## config.mk

```make
export PLATFORM = sky130hd
export DESIGN_NAME = mips_multicycle_controller
export DESIGN_NICKNAME = d
export VERILOG_FILES = /design/src/rtl/mips_multicycle_controller.sv
export SDC_FILE = /design/constraint.sdc
export NUM_CORES = 1
export LEC_CHECK = 0
export ABC_AREA = 1
export CAP_MARGIN = 20
export CORE_MARGIN = 1
export CORE_UTILIZATION = 37
export DETAILED_ROUTE_END_ITERATION = 10
export PLACE_DENSITY = 0.88
export REMOVE_ABC_BUFFERS = 1
export SYNTH_ARGS = -nofsm -noshare
export SYNTH_HDL_FRONTEND = slang
export SYNTH_SLANG_ARGS = --single-unit
export TNS_END_PERCENT = 100
```

## constraint.sdc

```tcl
create_clock -name clk -period 2.43 [get_ports clk]
set_input_delay 0.729 -clock clk [delete_from_list [all_inputs] [get_ports clk]]
set_output_delay 0.729 -clock clk [all_outputs]
set_load 0.03 [all_outputs]
```

## src/rtl/mips_multicycle_controller.sv

```systemverilog
// Multicycle MIPS control unit: main-decoder FSM, ALU decoder and PC-enable logic.
// Control outputs are Moore decodes of the state register, except PCEn, which also uses zero.
module mips_multicycle_controller (
    input  logic        clk,
    input  logic        reset_n,
    input  logic [5:0]  op,
    input  logic [5:0]  funct,
    input  logic        zero,
    output logic [14:0] control_bus,
    output logic [3:0]  state,
    output logic        instr_done,
    output logic        illegal_op
);

    localparam int unsigned OP_W  = 6;
    localparam int unsigned BUS_W = 15;

    localparam logic [OP_W-1:0] OP_RTYPE = 6'b000000;
    localparam logic [OP_W-1:0] OP_LW    = 6'b100011;
    localparam logic [OP_W-1:0] OP_SW    = 6'b101011;
    localparam logic [OP_W-1:0] OP_BEQ   = 6'b000100;
    localparam logic [OP_W-1:0] OP_ADDI  = 6'b001000;
    localparam logic [OP_W-1:0] OP_J     = 6'b000010;

    typedef enum logic [3:0] {
        S_FETCH    = 4'd0,
        S_DECODE   = 4'd1,
        S_MEMADR   = 4'd2,
        S_MEMRD    = 4'd3,
        S_MEMWB    = 4'd4,
        S_MEMWR    = 4'd5,
        S_EXECUTE  = 4'd6,
        S_ALUWB    = 4'd7,
        S_BRANCH   = 4'd8,
        S_ADDIEXEC = 4'd9,
        S_ADDIWB   = 4'd10,
        S_JUMP     = 4'd11
    } state_t;

    state_t      r_state;
    state_t      w_next;
    logic        w_iord, w_memwrite, w_irwrite, w_pcwrite, w_branch;
    logic        w_alusrca, w_regwrite, w_regdst, w_memtoreg;
    logic [1:0]  w_pcsrc, w_alusrcb, w_aluop;
    logic [2:0]  w_aluctl;
    logic        w_pcen;
    logic        w_done, w_illegal;

    // State register
    always_ff @(posedge clk or negedge reset_n) begin
        if (!reset_n) begin
            r_state <= S_FETCH;
        end else begin
            r_state <= w_next;
        end
    end

    // Next-state and Moore control decode
    always_comb begin
        w_next     = S_FETCH;
        w_iord     = 1'b0;
        w_memwrite = 1'b0;
        w_irwrite  = 1'b0;
        w_pcwrite  = 1'b0;
        w_branch   = 1'b0;
        w_alusrca  = 1'b0;
        w_regwrite = 1'b0;
        w_regdst   = 1'b0;
        w_memtoreg = 1'b0;
        w_pcsrc    = 2'b00;
        w_alusrcb  = 2'b00;
        w_aluop    = 2'b00;
        w_done     = 1'b0;
        w_illegal  = 1'b0;
        case (r_state)
            S_FETCH: begin
                w_irwrite = 1'b1;
                w_pcwrite = 1'b1;
                w_alusrcb = 2'b01;
                w_next    = S_DECODE;
            end
            S_DECODE: begin
                w_alusrcb = 2'b11;
                case (op)
                    OP_LW, OP_SW: w_next = S_MEMADR;
                    OP_RTYPE:     w_next = S_EXECUTE;
                    OP_BEQ:       w_next = S_BRANCH;
                    OP_ADDI:      w_next = S_ADDIEXEC;
                    OP_J:         w_next = S_JUMP;
                    default: begin
                        w_next    = S_FETCH;
                        w_illegal = 1'b1;
                    end
                endcase
            end
            S_MEMADR: begin
                w_alusrca = 1'b1;
                w_alusrcb = 2'b10;
                w_next    = (op == OP_LW) ? S_MEMRD : S_MEMWR;
            end
            S_MEMRD: begin
                w_iord = 1'b1;
                w_next = S_MEMWB;
            end
            S_MEMWB: begin
                w_memtoreg = 1'b1;
                w_regwrite = 1'b1;
                w_done     = 1'b1;
            end
            S_MEMWR: begin
                w_iord     = 1'b1;
                w_memwrite = 1'b1;
                w_done     = 1'b1;
            end
            S_EXECUTE: begin
                w_alusrca = 1'b1;
                w_aluop   = 2'b10;
                w_next    = S_ALUWB;
            end
            S_ALUWB: begin
                w_regdst   = 1'b1;
                w_regwrite = 1'b1;
                w_done     = 1'b1;
            end
            S_BRANCH: begin
                w_alusrca = 1'b1;
                w_aluop   = 2'b01;
                w_pcsrc   = 2'b01;
                w_branch  = 1'b1;
                w_done    = 1'b1;
            end
            S_ADDIEXEC: begin
                w_alusrca = 1'b1;
                w_alusrcb = 2'b10;
                w_next    = S_ADDIWB;
            end
            S_ADDIWB: begin
                w_regwrite = 1'b1;
                w_done     = 1'b1;
            end
            S_JUMP: begin
                w_pcsrc   = 2'b10;
                w_pcwrite = 1'b1;
                w_done    = 1'b1;
            end
            default: begin
                // Unused encodings fall back to FETCH with every control low
                w_next = S_FETCH;
            end
        endcase
    end

    // ALU decoder
    always_comb begin
        w_aluctl = 3'b010;
        case (w_aluop)
            2'b01: w_aluctl = 3'b110;
            2'b10: begin
                case (funct)
                    6'b100000: w_aluctl = 3'b010;
                    6'b100010: w_aluctl = 3'b110;
                    6'b100100: w_aluctl = 3'b000;
                    6'b100101: w_aluctl = 3'b001;
                    6'b101010: w_aluctl = 3'b111;
                    default:   w_aluctl = 3'b010;
                endcase
            end
            default: w_aluctl = 3'b010;
        endcase
    end

    assign w_pcen = w_pcwrite | (w_branch & zero);

    // reset_n gates the bus directly so no write strobe can escape while reset is held
    assign control_bus = reset_n
        ? {w_iord, w_memwrite, w_irwrite, w_pcen, w_alusrca, w_regwrite, w_regdst,
           w_memtoreg, w_pcsrc, w_alusrcb, w_aluctl}
        : BUS_W'(0);

    assign state      = r_state;
    assign instr_done = w_done;
    assign illegal_op = w_illegal;

endmodule

```

==> results.ini <==
[sta]
min_period_ns=2.47
finalMaxSlewViolations=0
timing.final.crit_share_pct=102
finClkSkew_ns=0.00512
worstMarginPinSlew_ns=0.311
rsz0062_at_grt=yes
setup_viol=2
fin_ws_ns=-0.0414
relSlewSlack_pct=79.2
hold_viol_final=0
max_freq_mhz=405

[setup_path]
cp_max_fo=4
required_ns=1.70
worst_setup_path_end_kind=primary output
start_kind=flop
critPathSlowestCell=dfrtp_2
startpoint=state[1]
rr_startpoint=state[0]
crit_chain=inv_2 > nor2_4 > nand2_1 > inv_1 > ha_4 > inv_2 > nand3_2 > a21oi_2 > buf_6
worstSetupPathType=flop to primary output
cp_slowest_stage_delay_ns=0.41
crit_top_cell=inv_2
arrival_ns=1.74

[synth]
synth_compound_area_share_pct=9.16
postSynthCellCount=118
synth_mux_area_share_pct=0
synthDistinctLibCells=17
yosysTopAreaCellShare_pct=17.3
netlist_top_cells_count=nand2_1, inv_1, nor2_1, nand3_1, o21ai_0
yosys_warnings=0
ys.flop_type=dfrtp_1
synth_xor_area_share_pct=0
async_reset_ff_share_pct=100
synth_fa_ha_area_share_pct=5.98
synth.avg_cell_area_sq_um=5.32
yosys-top-cells-area=nand2_1, dfrtp_1, inv_1
yosysSeqAreaShare_pct=15.9
yosys.cell_count.top_type=nand2_1
synth_edf_count=0
yosysTopAreaCell=nand2_1
synthSimpleGateAreaFrac_pct=54.6
synth_area_sq_um=628
synth_top_family_by_area=simple AND/OR/NAND/NOR gates
synth-seq-cells=4

[outcome]
status=finished with violations
violations=setup timing

[detailed_routing]
wirelength_mm=2.80
ant_nets=0
dr.pass1.iters=4
drc=0
vias=1081
via_per_inst=5.38
drtIter0Drc=40
wire_per_inst_um=13.9

[global_route]
grt_use_total_pct=26.2
grt_max_degree=9
overflow=0
antenna_found_initial=0
first_global_vias=944
grt_pass1_wl_mm=3.80

[layout]
largest_register_ffs=4
fin_util_pct=85.6
syn2layout_area_growth_pct=110
drive_gt1_share_pct=52.4
nets=205
antennaDiodeCount=0

[power_and_ir_drop]
powerDensity_nw_per_um2=644
p_leak_nw=0.715
peakVddDrop_mv=0.642

[worst_hold_path]
hold_class=primary input to async pin

[clock_network]
cts_max_path_buffers=2
cts_sinks=4
cts_root_buffer=clkbuf_4
clkTransAtPathRegs_ns=0.04
cts-buffers-inserted=3
cts_tree=done
clock_latency_ns=0.24
h-tree-depth=1

[die]
io_pins=36
rows=14
dieHeight_um=43.2
core-area_sq_um=1540
dieArea_sq_um=1870
fp.dieW_um=43.2
start_util_pct=40.7

[placed_design]
dp_hpwl_mm=1.57
post-place-ws_ns=-0.251
place_congestion=0.866
portBuffers=35

[job]
drv_cap=0

==> final timing paths <==
kind,cells past startpoint,end,slack (ns)
max,9,control_bus[0],-0.04
min,2,state[1],0.58
max reg2reg,7,state[1],1.06
min reg2reg,3,state[2],0.71
max in group asynchronous,2,state[3],1.72
min in group clk,3,state[2],0.71
==> cell families after synthesis <==
| kind of cell | Yosys count |
|---|---|
| AND/OR/NAND/NOR | 76 |
| buffers and inverters | 24 |
| AO/OA/AOI/OAI | 11 |
| flip-flops | 4 |
| adder cells (fa/ha/maj) | 3 |
==> where the power goes <==
part,internal [mW],leakage (nW),switching (mW)
clock network,0.0556,0.0138,0.0320
logic,0.266,0.652,0.378
registers,0.0853,0.0489,0.0332
==> cells in the final DEF, fill, tap and decap left out, types with 4 or more instances in the layout <==
cell and n:
nand3_1 8, dlygate4sd2_1 8, buf_6 4, nor2_4 7, nand2_2 4, nor2_1 13
inv_2 11, nand2_1 26, inv_1 13, buf_4 41, clkdlybuf4s50_1 5, nand3_2 4
clkdlybuf4s15_1 4, nor2_2 7
==> cell type report <==
type	instances	area [sq um]
fillers	88	221
flip-flops and latches	4	104
multi-input cells	90	561
well taps	16	20.0
inverters	24	90.1
clock buffers	3	22.5
repair buffers	64	523
==> through the flow <==
| step | area, sq um | hold slack, ns | setup TNS [ns] | instances | power, mW |
|---|---|---|---|---|---|
| 2_1_floorplan | 628 | 0.433 | -0.692 | 118 | 0.401 |
| 3_3_place_gp | 1060 | 0.707 | -0.824 | 182 | 0.590 |
| 3_5_place_dp | 1060 | 0.694 | -1.07 | 182 | 0.596 |
| 4_1_cts | 1200 | 0.570 | -0.0154 | 197 | 0.743 |
| 5_1_grt | 1320 | 0.598 | -0.267 | 201 | 0.894 |
| 6_report | 1320 | 0.584 | -0.0818 | 201 | 0.851 |
==> worst max-delay path: cells and delay by family (launching register included) <==
| kind | cells | cell delay, ns |
|---|---|---|
| flip-flops | 1 | 0.41 |
| adder cells (fa/ha/maj) | 1 | 0.22 |
| AO/OA/AOI/OAI | 1 | 0.13 |
| buffers and inverters | 4 | 0.39 |
| AND/OR/NAND/NOR | 3 | 0.34 |
==> repair_timing <==
| item | in CTS | in global routing |
|---|---|---|
| pin swaps | 14 | 18 |
| hold buffers | 0 | 0 |
| setup buffers | 12 | 5 |
| setup endpoints to repair | 12 | 8 |
| gates resized for setup | 33 | 39 |
==> per-layer routing <==
metal | GRT usage, % | routed length [um] | vias up | part of all wire, %
met5 | 0 | 0 | - | 0
met4 | 9.09 | 119 | 0 | 4.3
met3 | 0.851 | 186 | 16 | 6.6
met2 | 49.3 | 1530 | 59 | 55
met1 | 31.1 | 968 | 499 | 35
li1 | - | - | 507 | -
(Power assumes the default switching activity.)
